--- src/rtl/stride_sequence_generator.sv ---
`default_nettype none
// +--------------------------------------------------------------------------+
// | Module      : stride_sequence_generator                                   |
// | Description : Bounded up/down stride counter with wrap pulse and          |
// |               oneshot stop. Optional macro SEQGEN_GRAY_OUT_EN adds a      |
// |               combinational Gray-coded copy of Q on port q_gray.          |
// | Revision    : 1.0 - initial release                                       |
// +--------------------------------------------------------------------------+
module stride_sequence_generator #(
    parameter int               WIDTH     = 8,
    parameter logic [WIDTH-1:0] RESET_VAL = '0
) (
    input  logic             clk,
    input  logic             clear,
    input  logic             en,
    input  logic             load,
    input  logic             dir,
    input  logic             oneshot,
    input  logic [WIDTH-1:0] start,
    input  logic [WIDTH-1:0] limit,
    input  logic [WIDTH-1:0] step,
    output logic [WIDTH-1:0] Q,
    output logic             wrap,
`ifdef SEQGEN_GRAY_OUT_EN
    output logic             done,
    output logic [WIDTH-1:0] q_gray
`else
    output logic             done
`endif
);

    logic [WIDTH-1:0] r_q;
    logic             r_wrap;
    logic             r_done;

    logic [WIDTH:0]   w_sum;
    logic [WIDTH-1:0] w_diff;
    logic             w_bounds_inverted;
    logic             w_wrap_up;
    logic             w_wrap_dn;
    logic             w_adv;
    logic [WIDTH-1:0] w_q_next;
    logic             w_wrap;

    // Sum is one bit wider so all-ones plus step never aliases below limit.
    assign w_sum             = {1'b0, r_q} + {1'b0, step};
    assign w_diff            = r_q - step;
    assign w_bounds_inverted = (start > limit);
    assign w_wrap_up         = w_bounds_inverted || (w_sum > {1'b0, limit});
    assign w_wrap_dn         = w_bounds_inverted || (r_q < step) || (w_diff < start);
    assign w_adv             = en && !load && !r_done;

    // Candidate next value and wrap flag for an advance; zero stride is a pure hold.
    always_comb begin
        w_q_next = r_q;
        w_wrap   = 1'b0;
        if (step != '0) begin
            if (!dir) begin
                if (w_wrap_up) begin
                    w_q_next = start;
                    w_wrap   = 1'b1;
                end else begin
                    w_q_next = w_sum[WIDTH-1:0];
                end
            end else begin
                if (w_wrap_dn) begin
                    w_q_next = limit;
                    w_wrap   = 1'b1;
                end else begin
                    w_q_next = w_diff;
                end
            end
        end
    end

    // Sequence state: load beats advance; done freezes Q until load or clear.
    always_ff @(posedge clk or posedge clear) begin
        if (clear) begin
            r_q    <= RESET_VAL;
            r_wrap <= 1'b0;
            r_done <= 1'b0;
        end else if (load) begin
            r_q    <= start;
            r_wrap <= 1'b0;
            r_done <= 1'b0;
        end else if (w_adv) begin
            r_q    <= w_q_next;
            r_wrap <= w_wrap;
            if (w_wrap && oneshot) begin
                r_done <= 1'b1;
            end
        end else begin
            r_wrap <= 1'b0;
        end
    end

    assign Q    = r_q;
    assign wrap = r_wrap;
    assign done = r_done;

`ifdef SEQGEN_GRAY_OUT_EN
    // Follows Q directly, so it shows Gray(RESET_VAL) while clear is held.
    assign q_gray = r_q ^ (r_q >> 1);
`endif

endmodule
`default_nettype wire

--- config.mk ---
export PLATFORM = sky130hd
export DESIGN_NAME = stride_sequence_generator
export DESIGN_NICKNAME = d
export VERILOG_FILES = /design/src/rtl/stride_sequence_generator.sv
export SDC_FILE = /design/constraint.sdc
export NUM_CORES = 1
export LEC_CHECK = 0
export BUFFER_PORTS_ARGS = -buffer_cell sky130_fd_sc_hd__buf_4
export CORE_ASPECT_RATIO = 1.4
export CORE_UTILIZATION = 41
export DETAILED_ROUTE_END_ITERATION = 8
export PLACE_DENSITY_LB_ADDON = 0.25
export SLEW_MARGIN = 0
export SYNTH_ARGS = -nofsm -noshare
export SYNTH_HDL_FRONTEND = slang
export SYNTH_SLANG_ARGS = --single-unit
--- constraint.sdc ---
create_clock -name clk -period 3.4 [get_ports clk]
set_input_delay 0.85 -clock clk [delete_from_list [all_inputs] [get_ports clk]]
set_output_delay 0.85 -clock clk [all_outputs]
set_load 0.02 [all_outputs]
After elaboration in Yosys (flattened, before gate mapping)

Cells that the tools add are included.

Register bits after elaboration: 10
Output and inout bits: 10
Word-level logic and storage cells: 38
Bits of input ports: 30

$lt $le $gt $ge: 4
Multiplexer cells: 15
$add $sub $neg: 2
Reductions and logical operators: 14

Operators with widths:

| operator                                                 | number |
|---|---|
| 8-bit 2-to-1 mux                                         | 6 |
| 8-bit < comparator                                       | 2 |
| 8-bit by 8-bit adder with 9-bit output                   | 1 |
| 9-bit by 8-bit greater-than comparator with 1-bit output | 1 |
| 1-bit 2-to-1 mux                                         | 9 |
| 8-bit greater-than comparator                            | 1 |
| 8-bit nonzero test                                       | 1 |
| 8-bit subtractor                                         | 1 |
| 2-bit nonzero test                                       | 3 |
| 2-bit AND reduction                                      | 2 |
| 1-bit logical AND                                        | 3 |
| 1-bit logical OR                                         | 3 |
| 1-bit zero test                                          | 2 |

Depth between registers and ports, before layout

Gate-level depths: netlist of run 1.

Depth after elaboration: 10
Gate-level depth with buffers: 17
Gate-level depth less buffers: 15

Worst setup path before layout of run 1

OpenSTA, ideal clock, no wires.

Path kind: input-to-reg
Start point: in step[0]
End point: reg r_q[5] (netlist: Q[5])
Stages on the path: 15
Data arrival time: 3.694 ns
Slack: -0.380 ns
Buffers on the path: 1
Cells stage by stage: ha_1 -> fa_1 -> nor2b_1 -> nor3_1 -> o31a_1 -> o21bai_1 -> xnor2_1 -> ha_1 -> a2111oi_0 -> o21ai_0 -> o21ai_1 -> nand3_1 -> buf_2 -> or3b_1 -> o211ai_1

Longest elaborated chain between the ends: 8
Elaborated cells on any way between the ends: 17

Ends and longest elaborated chain:

| element                                                                                | line   | source |
|---|---|---|
| start: declaration                                                                     | 21     | `input logic [WIDTH-1:0] step,` |
| 8-bit by 8-bit adder with 9-bit output, or another cell as far along                   | 46     | `assign w_sum = {1'b0, r_q} + {1'b0, step};` |
| 9-bit by 8-bit greater-than comparator with 1-bit output, or another cell as far along | 49     | `assign w_wrap_up = w_bounds_inverted \|\| (w_sum > {1'b0, limit});` |
| 1-bit logical OR, on equally long branches                                             | 49, 50 |  |
| 8-bit 2-to-1 mux, on equally long branches                                             | 59, 66 |  |
| 8-bit 2-to-1 mux                                                                       | 58     | `if (!dir) begin` |
| 8-bit 2-to-1 mux                                                                       | 57     | `if (step != '0) begin` |
| 8-bit 2-to-1 mux                                                                       | 86     | `end else if (w_adv) begin` |
| 8-bit 2-to-1 mux                                                                       | 82     | `end else if (load) begin` |
| end signal: assignment                                                                 | 83     | `r_q <= start;` |
| end signal: assignment                                                                 | 87     | `r_q <= w_q_next;` |
| end: declaration                                                                       | 32     | `logic [WIDTH-1:0] r_q;` |

Parallel ways exist; a longest one is shown, timed or not. The select of a mux whose other input is x is not followed.
A chain may end at the register's enable or synchronous reset.

Worst setup path in the final report of run 1

Start point: in step[2]
End point: reg r_q[6] (netlist: Q[6])

The elaborated chain is that of the path after synthesis.

==> results of run 1 <==
what timing repair did:
item,CTS,global route
pin swaps,13,6
buffers inserted,15,4
resized for setup,14,4
setup endpoints to repair,10,10
through the flow:
step,power [mW],instances
6_report,1.48,410
5_1_grt,1.59,410
4_1_cts,1.40,406
3_5_place_dp,1.13,388
3_3_place_gp,1.12,388
2_1_floorplan,0.754,249
cells by family after synthesis:
kind of cell,Yosys count
XOR/XNOR,11
buffers and inverters,40
multiplexers,14
flip-flops,10
adder cells (fa/ha/maj),41
AND/OR/NAND/NOR,64
AO/OA/AOI/OAI,69
per-layer routing:
layer  global-route usage (%)  vias to the layer above
met1                     31.4                      998
met5                        0                        -
met4                     10.6                        0
met3                     4.03                       16
li1                         -                     1094
met2                     44.7                       71
synthesized netlist by cell type (2+ instances only):
cell type,number,area (µm²)
sky130_fd_sc_hd__a21oi_1,19,95.1
sky130_fd_sc_hd__nor4_1,2,12.5
sky130_fd_sc_hd__a31oi_1,2,12.5
sky130_fd_sc_hd__o31ai_1,2,15.0
sky130_fd_sc_hd__o221ai_1,5,43.8
sky130_fd_sc_hd__nand3_1,3,15.0
sky130_fd_sc_hd__buf_2,3,15.0
sky130_fd_sc_hd__dfrtp_1,10,250
sky130_fd_sc_hd__ha_1,39,488
sky130_fd_sc_hd__nor2b_1,6,37.5
sky130_fd_sc_hd__and2_1,2,12.5
sky130_fd_sc_hd__nand4_1,4,25.0
sky130_fd_sc_hd__a2111oi_0,2,17.5
sky130_fd_sc_hd__xor2_1,5,43.8
sky130_fd_sc_hd__nor3_1,2,10.0
sky130_fd_sc_hd__o31a_1,3,26.3
sky130_fd_sc_hd__o21a_1,4,30.0
sky130_fd_sc_hd__clkbuf_1,4,15.0
sky130_fd_sc_hd__nor2_1,19,71.3
sky130_fd_sc_hd__o21ai_0,7,35.0
sky130_fd_sc_hd__mux2i_1,14,140
sky130_fd_sc_hd__o21ai_1,5,25.0
sky130_fd_sc_hd__a211oi_1,2,15.0
sky130_fd_sc_hd__inv_1,31,116
sky130_fd_sc_hd__nand2b_1,5,31.3
sky130_fd_sc_hd__o211ai_1,4,30.0
sky130_fd_sc_hd__o21bai_1,4,30.0
sky130_fd_sc_hd__o22ai_1,4,25.0
sky130_fd_sc_hd__xnor2_1,6,52.6
sky130_fd_sc_hd__fa_1,2,40.0
sky130_fd_sc_hd__nand2_1,13,48.8
sky130_fd_sc_hd__nand4b_1,2,17.5
power by group through the flow:
stage          clock network (mW)  registers, mW  logic, mW
4_1_cts                     0.129          0.162       1.11
3_5_place_dp                    0          0.163      0.972
6_report                    0.130          0.162       1.19
3_3_place_gp                    0          0.163      0.962
5_1_grt                     0.135          0.164       1.29
2_1_floorplan                   0          0.191      0.563
sequential cells by signal (all words and copies together), names as in the netlist:
register  cells
done          1
Q             8
wrap          1
path summary, 6_finish.rpt:
kind | start | end | slack [ns] | cells past startpoint
max reg2reg | Q[0]$_DFFE_PP0P_ | Q[6]$_DFFE_PP0P_ | -0.11 | 22
max in group asynchronous | clear | Q[1]$_DFFE_PP0P_ | 2.46 | 2
max | step[2] | Q[6]$_DFFE_PP0P_ | -0.36 | 23
min | done$_DFFE_PP0P_ | done$_DFFE_PP0P_ | 0.57 | 2
min in group asynchronous | clear | Q[4]$_DFFE_PP0P_ | 0.62 | 2
min reg2reg | done$_DFFE_PP0P_ | done$_DFFE_PP0P_ | 0.57 | 2
tightest hold or removal path, delay by kind of cell (launching register included):
kind | cells | cell delay (ns)
flip-flops | 1 | 0.40
AO/OA/AOI/OAI | 1 | 0.07
buffers and inverters | 1 | 0.06
area by class of cell:
class                   count  share of cell area (%)
well taps                  62                    2.58
inverters                  32                    4.32
clock buffers               3                    1.37
multi-input cells         199                    56.4
repair buffers            104                    27.0
flip-flops and latches     10                    8.32
==> results.md, run 1 <==
* Outcome: finished, violations left
* Failing checks: negative setup slack
* Top delay family on crit path: buffers and inverters
* Most common cell after layout, fill and taps aside: sky130_fd_sc_hd__buf_4
* Total Negative Setup Slacks at -3.07 ns
* Class of the worst hold path: reg2reg
* Multi-input gate area at between 1500 and 2000 µm²
* Post-synth top flop: sky130_fd_sc_hd__dfrtp_1
* Worst hold slack at about 0.57 ns
* Final hold violation count at 0
* Pre-CTS WS at -0.657 ns
* Max frequency at between 200 and 300 MHz
* Synthesized-area fraction occupied by ao, oa, aoi and oai cells at 23.1%
* Number of enable-type register cells in the synthesized netlist at 0
* Number of register bits inferred by synthesis at 10
* First DRT Iteration DRCs at between 80 and 90
* Sequence of cells on the critical path: buf_4 > inv_8 > ha_4 > buf_4 > nor2b_4 > nor3_4 > buf_4 > buf_4 > buf_4 > buf_4 > buf_4 > buf_4 > buf_4 > buf_4 > buf_4 > buf_4 > buf_4 > o31ai_2 > a21oi_1 > nand3_2 > buf_6 > mux2i_1 > o221ai_1
* Proportion of power drawn by the clock network at under 10%
* Total internal power at 838 µW
* Final nets at approximately 420
* RSZ-0062 raised after global routing: yes
* Data arrival, critical path at between 3 and 4 ns
* Maximum level of the CTS H-tree at 1
* Fin crit share at 111%
* Initial core utilization at between 40% and 50%
* Sw frac at 43.4%
* Sum of buffers and inverters on the critical path at 15
* Max Cap Violations at 0
* Tmin final at ~3.8 ns
* Ratio of total power to cell area at about 490 nW/µm²
* Total standard cell area after synthesis at roughly 2000 µm²
* Height of the die at ~84 µm
* Die area at between 5000 and 6000 µm²
* Via density at between 5 and 6
* Warnings from Yosys at 0
* Combinational group share of total power at 80.2%
* Power spent charging and discharging nets at roughly 640 µW
* Maximum count of clock buffers along a single path at 2
* Maximum vdd drop at 0.000234 V
* Core Box Area at 4570 µm²
* Number of top-level design ports at 40
* Leakage power at around 1.6 nW
* Number of instances in the synthesized netlist at between 200 and 250
* Clock Pin Slew Worst Setup and Hold Paths at 0.06 ns
* Diodes inserted at 0
* Worst setup margin at -0.363 ns
* Via count at around 2,200
* Area after DPL at ~2700 µm²
* Area of all sequential standard cells at approximately 250 µm²
* Clock latency reported for the late side of the worst-skew pair at around 0.24 ns
* Max Fanout on Critical Path at 7
* Most used cell along the critical path: sky130_fd_sc_hd__buf_4
* Post-Synth Simple-Gate Area at about 17%
* Critical Setup Path Class: in2reg
* Endpoint class of the critical path: flop
* Mux contribution to synthesized area at under 10%
* Detailed-route wire length on metal 1 at about 2600 µm
* Global routing usage summed across all routing layers at between 20% and 30%
* Clock root cell: sky130_fd_sc_hd__clkbuf_8
* Max-slew violations at 0
* Total length of routed met3 wires at between 300 and 400 µm
* Total length of routed met2 wires at about 3200 µm
* Largest family of logic cells by synthesized area: adder cells
* Count of unique library cells instantiated by Yosys at 46
* CTS tree: built
* Total half-perimeter wirelength after legalization and detailed placement at 4930 µm
* Xor-xnor portion of the synthesized cell area at about 5%
* Number of endpoints failing setup at the final stage at 10
* Largest incremental delay on the critical path at approximately 0.21 ns
* Maximum number of pins on one net before global-route repair at 22
* Post-route cell area at 3010 µm²
* Transition time of the tightest slew-check pin at approximately 0.57 ns
* Top metal layer carrying routed signals: met4
* Number of global-route vias before repair at between 2,000 and 2,500
* Sum of overflow across all layers after global routing at 0
* Detailed-route wire length at around 6300 µm
* Number of buffers inserted by port buffering at 39
* Sequential group share of total power at 11.0%
* Antenna violations before repair at 0
* Most frequent cells in the layout: sky130_fd_sc_hd__buf_4 (99), sky130_fd_sc_hd__ha_1 (35), sky130_fd_sc_hd__inv_1 (28), sky130_fd_sc_hd__nor2_1 (19), sky130_fd_sc_hd__a21oi_1 (19)
* Final ANT Viol Nets at 0
* Number of sinks handled by clock tree synthesis at 10
* WL/cell at between 15 and 20 µm
* Worst setup SP type: input port
* Number of fill cells at around 390
* Post-layout utilization of the core at approximately two thirds
* Post-detailed-route DRC marker count at 0
* Num CTS Buffers at 3
* Layout cell share with drive strength beyond 1 at between 30% and 40%
* Synth Net Count at 320
* Final setup skew at roughly 0.0095 ns
* Asr flop ratio synth at between 90% and 100%
* Gp weighted congestion at 0.866
* First-pass GRT wire length at between 10,000 and 15,000 µm
* Mean instance size in the synthesized netlist at between 7 and 8 µm²
* Data required time at the worst endpoint at 3.50 ns
* Proportion of synthesized chip area in sequential cells at approximately an eighth
* Post-Synth Adder-Cell Area at 27.0%
* Count of hold buffers inserted by post-cts repair at 0
* Number of cell rows at 29
* Master of the slowest instance on the critical path: sky130_fd_sc_hd__o31ai_2
* Headroom to the max-slew limit at 62.0%
* Die outline width at ~60 µm
* Number of iterations in the first detailed-routing pass at 4
* Synthesis-to-layout area growth at 53.7%
Power figures use the tool's default switching activity.
==> run 2: changes to the inputs <==
--- a/config.mk
+++ b/config.mk
@@ -10,6 +10,7 @@
 export CORE_UTILIZATION = 41
 export DETAILED_ROUTE_END_ITERATION = 8
 export PLACE_DENSITY_LB_ADDON = 0.25
+export RECOVER_POWER = 25
 export SLEW_MARGIN = 0
 export SYNTH_ARGS = -nofsm -noshare
 export SYNTH_HDL_FRONTEND = slang
==> results.md, run 2 (synthesized netlist as in run 1, its figures left out) <==
* Synthesis-to-layout area growth at 53.7% (unchanged)
* Most frequent cells in the layout: sky130_fd_sc_hd__buf_4 (98), sky130_fd_sc_hd__ha_1 (35), sky130_fd_sc_hd__inv_1 (28), sky130_fd_sc_hd__nor2_1 (19), sky130_fd_sc_hd__a21oi_1 (19)
* Number of fill cells at 392 (unchanged)
* Die outline width at 60.4 µm (unchanged)
* Max frequency at 266 MHz (about the same)
* Final setup skew at 0.00947 ns (-0.0000484 ns)
* Via density at 5.30 (-0.18%)
* Multi-input gate area at 1700 µm² (unchanged)
* Worst setup SP type: input port
* Endpoint class of the critical path: flop
* Die area at 5060 µm² (unchanged)
* Post-detailed-route DRC marker count at 0 (unchanged)
* Maximum level of the CTS H-tree at 1 (unchanged)
* Final ANT Viol Nets at 0 (unchanged)
* Fin crit share at 111% (about the same)
* Count of hold buffers inserted by post-cts repair at 0 (unchanged)
* Maximum number of pins on one net before global-route repair at 22 (unchanged)
* Height of the die at 83.8 µm (unchanged)
* RSZ-0062 raised after global routing: yes
* Num CTS Buffers at 3 (unchanged)
* Post-layout utilization of the core at 65.8% (unchanged)
* Detailed-route wire length at 6350 µm (about the same)
* Sum of overflow across all layers after global routing at 0 (unchanged)
* CTS tree: built
* Final hold violation count at 0 (unchanged)
* Antenna violations before repair at 0 (unchanged)
* Global routing usage summed across all routing layers at 26.2% (unchanged)
* Number of buffers inserted by port buffering at 39 (unchanged)
* Max Cap Violations at 0 (unchanged)
* Critical Setup Path Class: in2reg
* First DRT Iteration DRCs at 89 (unchanged)
* Number of iterations in the first detailed-routing pass at 4 (unchanged)
* Clock latency reported for the late side of the worst-skew pair at 0.24 ns (about the same)
* Number of top-level design ports at 40 (unchanged)
* Outcome: finished, violations left
* Flip-flop count of the largest register, all copies and words added at 8 (unchanged)
* Via count at 2,175 (-0.18%)
* Data required time at the worst endpoint at 3.50 ns (about the same)
* Diodes inserted at 0 (unchanged)
* Class of the worst hold path: reg2reg
* Leakage power at 1.56 nW (about the same)
* Post-route cell area at 3010 µm² (unchanged)
* Layout cell share with drive strength beyond 1 at 37.1% (unchanged)
* First-pass GRT wire length at 10,000 µm (unchanged)
* WL/cell at 15.5 µm (about the same)
* Maximum vdd drop at 0.000234 V (about the same)
* Ratio of total power to cell area at 492 nW/µm² (about the same)
* Transition time of the tightest slew-check pin at 0.570 ns (-0.0000393 ns)
* Headroom to the max-slew limit at 62.0% (about the same)
* Non-filler instance count after layout at 410 (unchanged)
* Final nets at 421 (unchanged)
* Number of endpoints failing setup at the final stage at 10 (unchanged)
* Initial core utilization at 42.8% (unchanged)
* Number of sinks handled by clock tree synthesis at 10 (unchanged)
* Core Box Area at 4570 µm² (unchanged)
* Number of cell rows at 29 (unchanged)
* Area after DPL at 2740 µm² (unchanged)
* Failing checks: negative setup slack
* Clock Pin Slew Worst Setup and Hold Paths at 0.06 ns (about the same)
* Maximum count of clock buffers along a single path at 2 (unchanged)
* Max-slew violations at 0 (unchanged)
* Clock root cell: sky130_fd_sc_hd__clkbuf_8
* Cell count after placement at 388 (unchanged)
* Pre-CTS WS at -0.657 ns (unchanged)
* Area of all sequential standard cells at 250 µm² (unchanged)
* Worst setup margin at -0.361 ns (+0.00117 ns)
* Data arrival, critical path at 3.86 ns (about the same)
* Total half-perimeter wirelength after legalization and detailed placement at 4930 µm (unchanged)
* Tmin final at 3.76 ns (-0.00117 ns)
* Gp weighted congestion at 0.866 (unchanged)
* Number of global-route vias before repair at 2,230 (unchanged)
* Max Fanout on Critical Path at 7 (unchanged)
* Most common cell after layout, fill and taps aside: sky130_fd_sc_hd__buf_4
run 2: path summary, 6_finish.rpt:
path	startpoint	cells past startpoint	slack, ns	endpoint
setup / recovery	step[2]	23	-0.36	Q[6]$_DFFE_PP0P_
hold / removal	done$_DFFE_PP0P_	2	0.57	done$_DFFE_PP0P_
setup reg to reg	Q[0]$_DFFE_PP0P_	22	-0.10	Q[6]$_DFFE_PP0P_
hold reg to reg	done$_DFFE_PP0P_	2	0.57	done$_DFFE_PP0P_
max in group asynchronous	clear	2	2.46	Q[1]$_DFFE_PP0P_
min in group asynchronous	clear	2	0.62	Q[4]$_DFFE_PP0P_
run 2: worst max-delay path, stage by stage:
cell,delay (ns)
sky130_fd_sc_hd__buf_4,0.13
sky130_fd_sc_hd__inv_8,0.04
sky130_fd_sc_hd__ha_4,0.19
sky130_fd_sc_hd__buf_4,0.17
sky130_fd_sc_hd__nor2b_4,0.14
sky130_fd_sc_hd__nor3_4,0.05
sky130_fd_sc_hd__buf_4,0.13
sky130_fd_sc_hd__buf_4,0.12
sky130_fd_sc_hd__buf_4,0.12
sky130_fd_sc_hd__buf_4,0.12
sky130_fd_sc_hd__buf_4,0.13
sky130_fd_sc_hd__buf_4,0.12
sky130_fd_sc_hd__buf_4,0.12
sky130_fd_sc_hd__buf_4,0.12
sky130_fd_sc_hd__buf_4,0.12
sky130_fd_sc_hd__buf_4,0.12
sky130_fd_sc_hd__buf_4,0.12
sky130_fd_sc_hd__o31ai_2,0.21
sky130_fd_sc_hd__a21oi_1,0.13
sky130_fd_sc_hd__nand3_2,0.11
sky130_fd_sc_hd__buf_6,0.13
sky130_fd_sc_hd__mux2i_1,0.21
sky130_fd_sc_hd__o221ai_1,0.15
run 2: timing repair:
item / 4_1_cts / 5_1_grt
buffers inserted: 15 / 4
endpoints found under the setup margin: 10 / 10
pin swaps: 13 / 6
resized for setup: 14 / 4
run 2: per-stage QoR:
| stage | setup TNS (ns) | power (mW) | hold slack [ns] |
|---|---|---|---|
| 2_1_floorplan | -1.43 | 0.754 | 0.628 |
| 6_report | -3.07 | 1.48 | 0.569 |
| 4_1_cts | -2.20 | 1.40 | 0.567 |
| 3_5_place_dp | -6.18 | 1.13 | 0.562 |
| 3_3_place_gp | -5.75 | 1.12 | 0.545 |
| 5_1_grt | -4.35 | 1.58 | 0.606 |
run 2: final cells by class:
class,instances,area share (%)
Sequential cell,10,8.32
Tap cell,62,2.58
Multi-Input combinational cell,199,56.4
Clock buffer,3,1.37
Timing Repair Buffer,104,27.0
Inverter,32,4.32
run 2: power by group:
part | internal (mW) | switching [mW]
sequential | 0.139 | 0.0228
clock | 0.0779 | 0.0523
combinational | 0.621 | 0.567
run 2: layer usage:
metal | vias up | part of all wire, % | track usage [%]
li1 | 1094 | - | -
met1 | 993 | 42 | 31.4
met2 | 72 | 50 | 44.7
met3 | 16 | 5.3 | 4.03
met4 | 0 | 2.8 | 10.6
met5 | - | 0 | 0
